==> config.mk <==
export PLATFORM = sky130hd
export DESIGN_NAME = dmem_arbiter
export DESIGN_NICKNAME = d
export VERILOG_FILES = /design/src/rtl/dmem_arbiter.sv
export SDC_FILE = /design/constraint.sdc
export NUM_CORES = 1
export LEC_CHECK = 0
export BUFFER_PORTS_ARGS = -buffer_cell sky130_fd_sc_hd__buf_2
export CAP_MARGIN = 20
export CORE_AREA = 3 3 90 92
export CTS_CLUSTER_SIZE = 8
export DETAILED_ROUTE_END_ITERATION = 12
export DIE_AREA = 0 0 93 95
export PLACE_DENSITY = 0.74
export SETUP_SLACK_MARGIN = 0.05
export SLEW_MARGIN = 20
export SYNTH_ARGS = -nofsm -noshare
export SYNTH_HDL_FRONTEND = slang
export SYNTH_SLANG_ARGS = --single-unit
export TNS_END_PERCENT = 5
==> constraint.sdc <==
create_clock -name clk -period 2 [get_ports clk]
set_clock_uncertainty 0.2 [all_clocks]
set_input_delay 0.1 -clock clk [delete_from_list [all_inputs] [get_ports clk]]
set_output_delay 0.1 -clock clk [all_outputs]
set_load 0.005 [all_outputs]
==> src/rtl/dmem_arbiter.sv <==
// Data-memory port arbiter: EX/MEM core access vs. debug/loader port.
// Core wins; a debug request denied MAX_WAIT cycles steals one slot.
module dmem_arbiter #(
  parameter int DM_ADDRESS = 9,
  parameter int DATA_W     = 32,
  parameter int MAX_WAIT   = 4
) (
  input  logic                  clk,
  input  logic                  reset,
  input  logic                  core_rd,
  input  logic                  core_wr,
  input  logic [DM_ADDRESS-1:0] core_addr,
  input  logic [DATA_W-1:0]     core_wdata,
  input  logic [2:0]            core_funct3,
  output logic [DATA_W-1:0]     core_rdata,
  output logic                  core_stall,
  input  logic                  dbg_req,
  input  logic                  dbg_we,
  input  logic [DM_ADDRESS-1:0] dbg_addr,
  input  logic [DATA_W-1:0]     dbg_wdata,
  output logic                  dbg_gnt,
  output logic                  dbg_rvalid,
  output logic [DATA_W-1:0]     dbg_rdata,
  output logic                  mem_rd,
  output logic                  mem_wr,
  output logic [DM_ADDRESS-1:0] mem_addr,
  output logic [DATA_W-1:0]     mem_wdata,
  output logic [2:0]            mem_funct3,
  input  logic [DATA_W-1:0]     mem_rdata
);

  localparam int CW = $clog2(MAX_WAIT + 1);
  localparam logic [CW-1:0] WMAX = CW'(MAX_WAIT);

  logic [CW-1:0]     wait_cnt_q, wait_cnt_d;
  logic              rvalid_q, rvalid_d;
  logic [DATA_W-1:0] rdata_q, rdata_d;
  logic              core_req;
  logic              dbg_sel;

  assign core_req = core_rd | core_wr;
  assign dbg_sel  = reset & dbg_req &
                    (~core_req | (wait_cnt_q == WMAX));

  assign core_rdata = mem_rdata;
  assign dbg_gnt    = dbg_sel;
  assign core_stall = dbg_sel & core_req;
  assign dbg_rvalid = rvalid_q;
  assign dbg_rdata  = rdata_q;

  always_comb begin
    mem_rd     = 1'b0;
    mem_wr     = 1'b0;
    mem_addr   = core_addr;
    mem_wdata  = core_wdata;
    mem_funct3 = core_funct3;
    if (dbg_sel) begin
      mem_rd     = ~dbg_we;
      mem_wr     = dbg_we;
      mem_addr   = dbg_addr;
      mem_wdata  = dbg_wdata;
      mem_funct3 = 3'b010;
    end else if (reset) begin
      // write wins so the memory never sees rd and wr together
      mem_wr = core_wr;
      mem_rd = core_rd & ~core_wr;
    end
  end

  always_comb begin
    wait_cnt_d = wait_cnt_q;
    if (!dbg_req || dbg_sel) begin
      wait_cnt_d = '0;
    end else if (core_req && wait_cnt_q != WMAX) begin
      wait_cnt_d = wait_cnt_q + CW'(1);
    end
    rvalid_d = dbg_sel & ~dbg_we;
    rdata_d  = rvalid_d ? mem_rdata : rdata_q;
  end

  always_ff @(posedge clk) begin
    if (!reset) begin
      wait_cnt_q <= '0;
      rvalid_q   <= 1'b0;
      rdata_q    <= '0;
    end else begin
      wait_cnt_q <= wait_cnt_d;
      rvalid_q   <= rvalid_d;
      rdata_q    <= rdata_d;
    end
  end

endmodule

# After elaboration in Yosys (flattened, before gate mapping)
# Index checks and enable logic that the tools add are counted.
# word_totals
romBits	0
mem_bits_rw	0
regBits	36
out_inout_bits	113
wordCells	28
memories	0
in_bits	123
latch_bits	0
# classes
mux	7
order_cmp	0
n_mul	0
eq_ne	2
div_mod_pow	0
n_shift	0
n_reduce_logical	4
n_addsub	1
n_bitwise	11
# op_table
op	count
$mux W32	1
$mux W9	1
$and A1 B1 Y1	5
$mux W1	4
$not A1 Y1	4
$add A3 B1 Y3 const B	1
$eq A3 B3 Y1 const B	1
$mux W3	1
$ne A3 B3 Y1 const B	1
$or A1 B1 Y1	2
$reduce_or A2 Y1	1
$logic_and A1 B1 Y1	1
$logic_not A1 Y1	1
$logic_or A1 B1 Y1	1

# Logic depth before layout (Yosys ltp)
# depth
word_depth	6
depth_mapped	7
ltp_nobuf	6

# Worst setup path before layout
# No wires, ideal clock.
# synth_path
path_type	flip-flop to output port
from	register wait_cnt_q[0]
to	output port mem_wdata[10]
path_buffers	2
slack_ns	0.220
path_stages_with_launch	8
required_time_ns	1.700
t_arrival_ns	1.480
cell_sequence	dfxtp_1 inv_1 ha_1 o2bb2ai_4 nor2b_4 buf_6 buf_6 mux2_1
# synth_between
elab_chain_cells	4
# synth_rtl
element	line_no	rtl
start: declaration	35	logic [CW-1:0] wait_cnt_q, wait_cnt_d;
start signal: assignment	87	wait_cnt_q <= wait_cnt_d;
$eq A3 B3 Y1	43	(~core_req | (wait_cnt_q == WMAX));
$or A1 B1 Y1	43	
$and A1 B1 Y1	42	assign dbg_sel = reset & dbg_req &
$mux W32	57	if (dbg_sel) begin
end: declaration	27	output logic [DATA_W-1:0] mem_wdata,
# Every way passes these cells.

# Final worst setup path
# layout_path
from	register wait_cnt_q[1]
to	output port mem_wdata[10]
# The elaborated chain is that of the path after synthesis.

==> results.json <==
{
  "area_growth_pct": 88.83,
  "crit_buf_inv": 4,
  "grt-ovfl-total": 0,
  "yosys.area.top_type": "dfxtp_1",
  "finalSetupViolations": 44,
  "seq_area_frac_synth": 0.3351,
  "die_h_um": 95,
  "cts_tree": "done",
  "power_density_nw_per_um2": 445.4,
  "clkTransAtPathRegs_ns": 0.07,
  "hold_viol": 0,
  "final_cell_mix": "206 x buf_2, 36 x nand2_1, 34 x dfxtp_1, 33 x dlygate4sd3_1, 32 x nand3_1",
  "hpwl_um": 5800,
  "max_freq_ghz": 0.4670,
  "synth_area_leaders": "dfxtp_1 34%, mux2_2 15%, buf_4 12%",
  "portBuffers": 235,
  "wl_per_cell_um": 15.47,
  "grt_pass1_vias": 2668,
  "crit_path_cell_trace": "inv_2 -> ha_4 -> o2bb2ai_4 -> nor2b_4 -> buf_12 -> clkbuf_16 -> mux2_4 -> buf_6",
  "critPathCaptureType": "output port",
  "pin_count": 236,
  "antenna_found_initial": 0,
  "grt.total_usage": 0.1820,
  "p_total_mw": 1.809,
  "timing.hold.ws_ns": 0.08649,
  "core_area_sq_um": 7292,
  "synth.net_count": 374,
  "required_ns": 1.70,
  "layout_commonest_cell": "buf_2",
  "grt_max_degree": 35,
  "ys_ff_latch": 36,
  "dr.pass1.iters": 4,
  "yosysUniqueCellTypes": 25,
  "cts_sinks": 36,
  "fin_util": 0.5570,
  "min_path_type": "in -> reg",
  "drtIter0Drc": 62,
  "drt-total-wl_um": 9052,
  "fin_setup_tns_ns": -5.054,
  "numCtsBuffers": 5,
  "timing.final.crit_share": 1.071,
  "p_leak_nw": 2.043,
  "peakVddDrop_mv": 0.2140,
  "drive_above_1_share": 0.6276,
  "num_vias": 2634,
  "rsz0062_at_grt": "yes",
  "slew_headroom": 0.7669,
  "syn_area_sq_um": 2151,
  "clock_latency_ns": 0.27,
  "synthCells": 249,
  "period_needed_ns": 2.141,
  "std_cell_rows": 31,
  "cp_max_fo": 6,
  "cp-start-kind": "register",
  "synth_top_area_share": 0.3351,
  "crit_family": "buffers and inverters",
  "gp_congestion": 0.7472,
  "cts_root_buf": "clkbuf_8",
  "yosys_warnings": 0,
  "syn_area_per_cell_sq_um": 8.638,
  "die-area_sq_um": 8835,
  "diodes": 0,
  "htreeDepth": 2,
  "fin_ws_ns": -0.1412,
  "postRouteAntennaNets": 0,
  "critPathMaxStageDelay_ns": 0.33,
  "nets": 610,
  "crit_type": "reg -> out",
  "drv_slew": 0,
  "arrival_ns": 1.84,
  "tightest_slew_ns": 0.3496,
  "drv_cap": 0,
  "status": "finished, violations left",
  "drt_drc_violations_left": 0,
  "initial_utilization": 0.2950,
  "ctsLongestPathBuffers": 2,
  "grt_pass1_wl_um": 12740,
  "violations": "setup timing",
  "viasPerCell": 4.503,
  "die_x_um": 93,
  "critPathSlowestCell": "dfxtp_2"
}
## cells in the mapped netlist
cell type / n
o31ai_1: 1
inv_2: 1
nand2_1: 36
nor2b_1: 2
clkbuf_2: 2
o21ai_1: 1
or2_2: 2
clkbuf_1: 8
buf_6: 3
buf_2: 4
o21a_1: 1
buf_4: 34
nor2b_4: 1
nand3_1: 32
nor2_1: 3
o21ai_0: 31
dfxtp_1: 36
o2bb2ai_4: 1
mux2_1: 13
ha_1: 2
mux2_2: 28
and3b_1: 1
mux2i_1: 1
inv_1: 4
xnor2_1: 1
## metrics by stage
stage	worst slack, ns	instance area (sq um)	std cells
finish	-0.1412	4061	585
global route	-0.2165	4061	585
CTS	-0.1533	3792	583
detailed placement	0.1037	3164	537
global placement	0.1470	3164	537
floorplan	0.2199	2151	249
## kinds of logic after synthesis
family,Yosys count,share of synthesized area
AO/OA/AOI/OAI,35,0.09424
adder cells (fa/ha/maj),2,0.01163
AND/OR/NAND/NOR,77,0.1646
buffers and inverters,56,0.1710
multiplexers,42,0.2193
XOR/XNOR,1,0.004073
flip-flops,36,0.3351
## report_power, final
part / switching [mW] / internal, mW
sequential: 0.00789 / 0.734
clock: 0.231 / 0.281
combinational: 0.208 / 0.347
total: 0.447 / 1.36
## path summary, 6_finish.rpt
| check | startpoint | end | slack, ns | cells after the start |
|---|---|---|---|---|
| worst min-delay path | dbg_req | wait_cnt_q[1] | 0.09 | 4 |
| worst max register to register | wait_cnt_q[1] | dbg_rdata[5] | 0.15 | 8 |
| worst min register to register | wait_cnt_q[0] | wait_cnt_q[0] | 0.24 | 1 |
| worst max-delay path | wait_cnt_q[1] | mem_wdata[10] | -0.14 | 8 |
## repair_timing
| item | CTS | global route |
|---|---|---|
| pin swaps | 0 | 1 |
| buffers inserted | 2 | 0 |
| resized for setup | 26 | 44 |
| endpoints found under the setup margin | 45 | 76 |
| gates cloned | 3 | 2 |
| hold buffers | 33 | 0 |
| endpoints found under the hold margin | 32 | 0 |
## layout make-up
type / count / area [sq um]
fillers: 669 / 3231
repair buffers: 280 / 1911
multi-input cells: 157 / 1195
flip-flops and latches: 36 / 723.2
well taps: 99 / 123.9
clock buffers: 8 / 90.09
inverters: 5 / 18.77
## metal layers
layer / routed length [um] / track usage / vias to the layer above
li1: - / - / 1283
met1: 3100 / 0.1874 / 1187
met2: 5042 / 0.3557 / 146
met3: 703 / 0.04781 / 18
met4: 206 / 0.05739 / 0
met5: 0 / 0 / -
## worst min-delay path: stages
cell and delay (ns):
buf_2 0.11, nand2_1 0.12, or2_2 0.16, nor2_1 0.04
## registers in the layout, indices dropped and copies added, names as in the netlist
name,flops
dbg_rdata,32
wait_cnt_q,3
dbg_rvalid,1
Note: power is estimated with default switching activity, not from simulation.
